File: src/rtl/mul_share_arb.sv
// mul_share_arb: round-robin arbiter sharing one iterative multiplier between N requesters,
// with per-job timeout abort and a shared result bus.
module mul_share_arb #(
  parameter int N = 4,
  parameter int W = 16,
  parameter int IDW = 2,
  parameter int TMO = 64
) (
  input  logic             clk,
  input  logic             rst,
  input  logic [N-1:0]     req,
  input  logic [N*W-1:0]   req_a,
  input  logic [N*W-1:0]   req_b,
  output logic [N-1:0]     ack,
  output logic             res_valid,
  output logic [IDW-1:0]   res_id,
  output logic [2*W-1:0]   res_product,
  output logic             res_err,
  output logic             busy,
  output logic             mul_start,
  output logic [W-1:0]     mul_a,
  output logic [W-1:0]     mul_b,
  input  logic [2*W-1:0]   mul_product,
  input  logic             mul_done
);
  typedef enum logic [1:0] {IDLE, RUN, DRAIN, DONE} state_t;
  state_t         state_q, state_d;
  logic [IDW-1:0] ptr_q, ptr_d, gid_q, gid_d, sel, idx;
  logic [9:0]     cnt_q, cnt_d;
  logic           err_q, err_d, found;
  logic [W-1:0]   a_q, a_d, b_q, b_d;
  logic [2*W-1:0] prod_q, prod_d;
  // Descending scan so the last hit written is the closest to ptr in round-robin order.
  always_comb begin
    sel = ptr_q;
    idx = ptr_q;
    found = 1'b0;
    for (int k = N - 1; k >= 0; k--) begin
      idx = IDW'((int'(ptr_q) + k) % N);
      if (req[idx]) begin
        sel = idx;
        found = 1'b1;
      end
    end
  end
  always_comb begin
    state_d = state_q;
    ptr_d = ptr_q;
    gid_d = gid_q;
    cnt_d = cnt_q;
    err_d = err_q;
    a_d = a_q;
    b_d = b_q;
    prod_d = prod_q;
    case (state_q)
      IDLE: if (found) begin
        state_d = RUN;
        gid_d = sel;
        a_d = req_a[int'(sel)*W +: W];
        b_d = req_b[int'(sel)*W +: W];
        cnt_d = '0;
        prod_d = '0;
      end
      RUN: begin
        cnt_d = cnt_q + 10'd1;
        if (mul_done) begin
          prod_d = mul_product;
          state_d = DRAIN;
        end else if (cnt_q == 10'(TMO - 1)) begin
          err_d = 1'b1;
          prod_d = '0;
          state_d = DRAIN;
        end
      end
      DRAIN: state_d = mul_done ? DRAIN : DONE;
      DONE: begin
        ptr_d = (int'(gid_q) == N - 1) ? '0 : gid_q + 1'b1;
        cnt_d = '0;
        err_d = 1'b0;
        state_d = IDLE;
      end
    endcase
  end
  always_ff @(posedge clk or posedge rst) begin
    if (rst) begin
      state_q <= IDLE;
      ptr_q <= '0;
      gid_q <= '0;
      cnt_q <= '0;
      err_q <= 1'b0;
      a_q <= '0;
      b_q <= '0;
      prod_q <= '0;
    end else begin
      state_q <= state_d;
      ptr_q <= ptr_d;
      gid_q <= gid_d;
      cnt_q <= cnt_d;
      err_q <= err_d;
      a_q <= a_d;
      b_q <= b_d;
      prod_q <= prod_d;
    end
  end
  assign busy = state_q != IDLE;
  assign mul_start = state_q == RUN;
  assign res_valid = state_q == DONE;
  assign ack = res_valid ? N'(1) << gid_q : '0;
  assign res_id = res_valid ? gid_q : '0;
  assign res_err = res_valid & err_q;
  assign res_product = prod_q;
  assign mul_a = a_q;
  assign mul_b = b_q;
endmodule

File: config.mk
export PLATFORM = sky130hd
export DESIGN_NAME = mul_share_arb
export DESIGN_NICKNAME = d
export VERILOG_FILES = /design/src/rtl/mul_share_arb.sv
export SDC_FILE = /design/constraint.sdc
export NUM_CORES = 1
export LEC_CHECK = 0
export ABC_AREA = 0
export CORE_MARGIN = 2
export CORE_UTILIZATION = 36
export CTS_BUF_LIST = sky130_fd_sc_hd__clkbuf_16
export DETAILED_ROUTE_END_ITERATION = 10
export GPL_TIMING_DRIVEN = 1
export PLACE_DENSITY_LB_ADDON = 0.08
export SLEW_MARGIN = 10
export SYNTH_ARGS = -nofsm -noshare
export SYNTH_HDL_FRONTEND = slang
export SYNTH_SLANG_ARGS = --single-unit
export TNS_END_PERCENT = 100
File: constraint.sdc
create_clock -name clk -period 2.4 [get_ports clk]
set_input_delay 0.48 -clock clk [delete_from_list [all_inputs] [get_ports clk]]
set_output_delay 0.48 -clock clk [all_outputs]
set_load 0.1 [all_outputs]
* Word level (Yosys, flattened, before mapping)
Cells that the tools add are included.
** Word-level totals
- Register bits after elaboration :: 81
- Word-level logic and storage cells :: 73
- Output and inout bits :: 74
** Cells by class
- Bitwise logic cells :: 1
- Magnitude comparators :: 4
- Multiplexer cells :: 33
- Shift-type cells :: 3
- $add $sub $neg :: 5
- Reductions and logical operators :: 10
- Equality and inequality tests :: 9
** Operators by type and width (number)
- $shiftx A64 B7 Y16 :: 2
- $mux W32 :: 3
- $pmux W32 S2 :: 1
- $pmux W10 S3 :: 1
- $mux W2 :: 9
- $lt A2 B3 Y1 const B :: 4
- $mux W1 :: 11
- $add A10 B1 Y10 const B :: 1
- $eq A10 B6 Y1 const B :: 1
- $mux W10 :: 1
- $bmux W1 S2 :: 4
- $pmux W2 S4 :: 1
- $reduce_and A2 Y1 :: 3
- $reduce_and A3 Y1 :: 2
- $reduce_bool A2 Y1 :: 3
- $add A2 B1 Y2 const B :: 2
- $add A2 B2 Y2 const B :: 2
- $eq A2 B1 Y1 const B :: 2
- $eq A2 B2 Y1 const B :: 2
- $mux W4 :: 1
- $ne A2 B2 Y1 const B :: 2
- $shl A1 B2 Y4 const A :: 1
- $ne A3 B1 Y1 const B :: 1
- $reduce_bool A3 Y1 :: 1
- other kinds (4) :: 4

* Logic depth before layout (Yosys ltp)
- Depth after elaboration :: 9
- Gate-level depth with buffers :: 9
- Gate-level depth less buffers :: 7

* Worst setup path after synthesis
No wires, ideal clock.
- Path type :: flip-flop to output port
- Start point :: reg state_q[1]
- End point :: out ack[0]
- Arrival :: 2312 ps
- Slack :: -392 ps
- Cell stages (with the launch flop) :: 4
- Required time :: 1920 ps
- Path through :: dfrtp_1 -> ha_1 -> clkbuf_1 -> and2_1
** On the way
- Longest elaborated chain between the ends :: 2
** RTL lines
- start: declaration :: line 27 : state_t state_q, state_d;
- start signal: assignment :: line 95 : state_q <= state_d;
- $eq A2 B2 Y1 :: line 107 : assign res_valid = state_q == DONE;
- named net res_valid :: line 15 : output logic res_valid,
- $mux W4 :: line 108 : assign ack = res_valid ? N'(1) << gid_q : '0;
- end: declaration :: line 14 : output logic [N-1:0] ack,
The timed path passes the listed nets, and every way through them passes these cells.

* Worst setup path in the final report
- Start point :: reg state_q[0]
- End point :: out busy
** On the way
- Longest elaborated chain between the ends :: 1
** RTL lines
- $reduce_bool A2 Y1 :: line 105 : assign busy = state_q != IDLE;
- end: declaration :: line 19 : output logic busy,
Every way passes these cells.

==> results <==
layout make-up:
cell class              instances  area share
repair buffers                264       0.340
clock inverters                 7     0.00712
multi-input cells             323       0.290
well taps                     172      0.0285
inverters                      72      0.0367
flip-flops and latches         81       0.268
clock buffers                   9      0.0298
critical path, cell delays in order, from the launching register on:
cell and delay [ps]:
dfrtp_1 400, inv_1 130, ha_1 390, clkinvlp_4 290, buf_12 230
through the flow:
stage | worst slack, ps | std cells
after detailed placement | -58.9 | 912
final | 145 | 928
after floorplan | -70.7 | 513
after global placement | 10.6 | 912
after global routing | 16.0 | 928
after CTS | 107 | 928
registers in the layout (all words and copies together), names as in the netlist:
name and flops:
res_product 32, mul_a 16, mul_b 16, cnt_q 10, gid_q 2, ptr_q 2
state_q 2, err_q 1
cells in the mapped netlist, types with 3 or more instances:
master,instances
nor3_1,5
clkbuf_1,21
nand3_1,36
a21oi_1,3
and2_1,8
and3_1,3
mux2i_1,34
nor4_2,3
buf_6,5
nand4_1,3
nand2_1,9
ha_1,10
mux2_2,3
inv_1,72
o21ai_0,29
nor2_1,47
a31oi_1,32
a211oi_1,65
xor2_1,6
buf_2,7
nor2b_1,4
o21ai_1,10
dfrtp_1,81
routing by layer:
layer  vias up  part of all wire  GRT usage
met5         -                 0          0
met4         0             0.015     0.0723
met1      2162              0.40      0.248
met3        17             0.081     0.0557
met2       210              0.51      0.386
li1       2286                 -          -
worst paths after layout:
check                           depth (start not counted)       start  slack, ps   endpoint
worst max-delay path                                    4  state_q[0]        140       busy
worst min-delay path                                    2         rst        450      err_q
worst max register to register                          8  state_q[0]        270  mul_a[12]
worst min register to register                          1       err_q        520      err_q
max in group asynchronous                               3         rst       1400  mul_a[12]
min in group clk                                        1       err_q        520      err_q
kinds of logic (layout without fill, tap and decap cells):
group           Yosys count  in the layout  synth area share
compound gates          147            147             0.212
simple gates            122            122             0.131
buf+inv                 109            352             0.100
flops                    81             81             0.436
mux                      37             37            0.0804
fa+ha+maj                10             10            0.0269
xor+xnor                  7              7            0.0132
layout by cell type, fill, tap and decap left out, drive strengths merged, types with 4 or more instances in the layout:
| master | n |
|---|---|
| nor3 | 5 |
| a31oi | 32 |
| nor4 | 4 |
| buf | 98 |
| nand2 | 9 |
| ha | 10 |
| clkdlybuf4s50 | 166 |
| inv | 72 |
| xor2 | 6 |
| dfrtp | 81 |
| nor2b | 4 |
| clkinvlp | 4 |
| nand3 | 36 |
| and2 | 8 |
| mux2i | 34 |
| clkbuf | 9 |
| nor2 | 48 |
| a211oi | 65 |
| o21ai | 41 |
where the power goes:
group / internal [uW] / total, uW / leakage [uW] / switching [uW]
Sequential: 1880 / 2210 / 0.00102 / 331
Clock: 708 / 1300 / 0.000130 / 590
Combinational: 1970 / 7450 / 0.00216 / 5480
Total: 4560 / 11000 / 0.00331 / 6400
==> metrics.yaml <==
detailed_routing:
  drt.antenna.violating_nets: 0
  drc: 0
  first_iter_violations: 250
  wirelength_per_cell_um: 15.9
  drt_pre_antenna_iters: 4
  via_count: 4675
  avgViaCountPerCell: 5.04
  drt-total-wl_um: 14800
synth:
  synth.lib_cells_used.distinct: 37
  synth_edf_count: 0
  synth-seq-area-share: 0.436
  syn-num-nets: 690
  number_of_synthesis_warnings: 0
  synth_top_cell_area_share: 0.436
  netlist_instances: 513
  synth_area_um2: 4650
  synth.avg_cell_area_um2: 9.07
  ys_async_sr_fraction: 1.00
  dominantRegCellSynth: "dfrtp_1"
  yosys_register_bits: 81
  synth_top_cell_by_area: "dfrtp_1"
  synth_area_leaders: "dfrtp_1, a211oi_1, mux2i_1"
worst_setup_path:
  path_class: "reg -> out"
  worstPathArrival_ps: 1780
  worstPathMaxFanout: 9
  start_kind: "flop"
  end_kind: "primary output"
  worst-endpoint-required_ps: 1920
place:
  placed_cell_area_um2: 7280
  hpwlAfterDp_um: 11200
  buffer_ports.inserted: 240
  gpl.final_weighted_congestion: 0.837
finish:
  finish.utilization: 0.599
  stdcell_area_um2: 7560
  num-nets-final: 928
  layout-area-overhead-vs-synth_pct: 62.5
  seqCellArea_um2: 2030
  multi_input_gate_area_um2: 2190
  final.fill_count: 1171
  post_route_cells_drive_above_1_share: 0.181
  antenna-diode-count: 0
floorplanning:
  ios: 241
  initial_core_util: 0.369
  standard_cell_core_area_um2: 12600
  floorplan.die.height_um: 118
  placementRows: 41
  chipWidth_um: 118
  die-area_um2: 13800
timing:
  finalSetupViolations: 0
  timing_max_transition_violations_final: 0
  setup-tns-final_ps: 0
  final_setup_skew_ps: 7.86
  timing.final.crit_period_ps: 2260
  max_slew.worst_pin.slew_ps: 395
  max_freq_ghz: 0.443
  min_period_over_period: 0.940
  fin_worst_hold_slack_ps: 446
  rsz0062_at_grt: "false"
  slew-limit-headroom: 0.737
  hold_vio_cnt_final: 0
global_routing:
  vias_in_the_first_global_route: 4750
  grt_start_max_net_pins: 55
  globalRoute.totalOverflow: 0
  gr-usage-all-layers: 0.215
  antenna_found_initial: 0
  grt_pass1_wl_um: 24000
cts:
  clock_tree.htree_level_count: 3
  cts_buffers: 9
  clock_tree.root_cell: "clkbuf_16"
  cts-root-to-sink-buffers: 2
  post_cts_setup_buffer_count: 0
  worst_setup_hold_path_clk_slew_ps: 60
  clkSinkCount: 81
  holdBufCountCts: 0
  clkLatencyLatePin_ps: 340
  ctsResizeCount: 0
  tritoncts: "done"
power_and_ir_drop:
  power.density_cell_area_nw_per_um2: 1450
  worst_ir_drop_vdd_mv: 0.657
  total_leakage_power_uw: 0.00331
  report.power.total_uw: 11000
status:
  outcome: "complete, no violations"
worst_hold_path:
  min_delay_worst_type: "in -> async"
run:
  timing.max_cap.violations: 0
No activity file was read; power rests on OpenSTA's default activity.
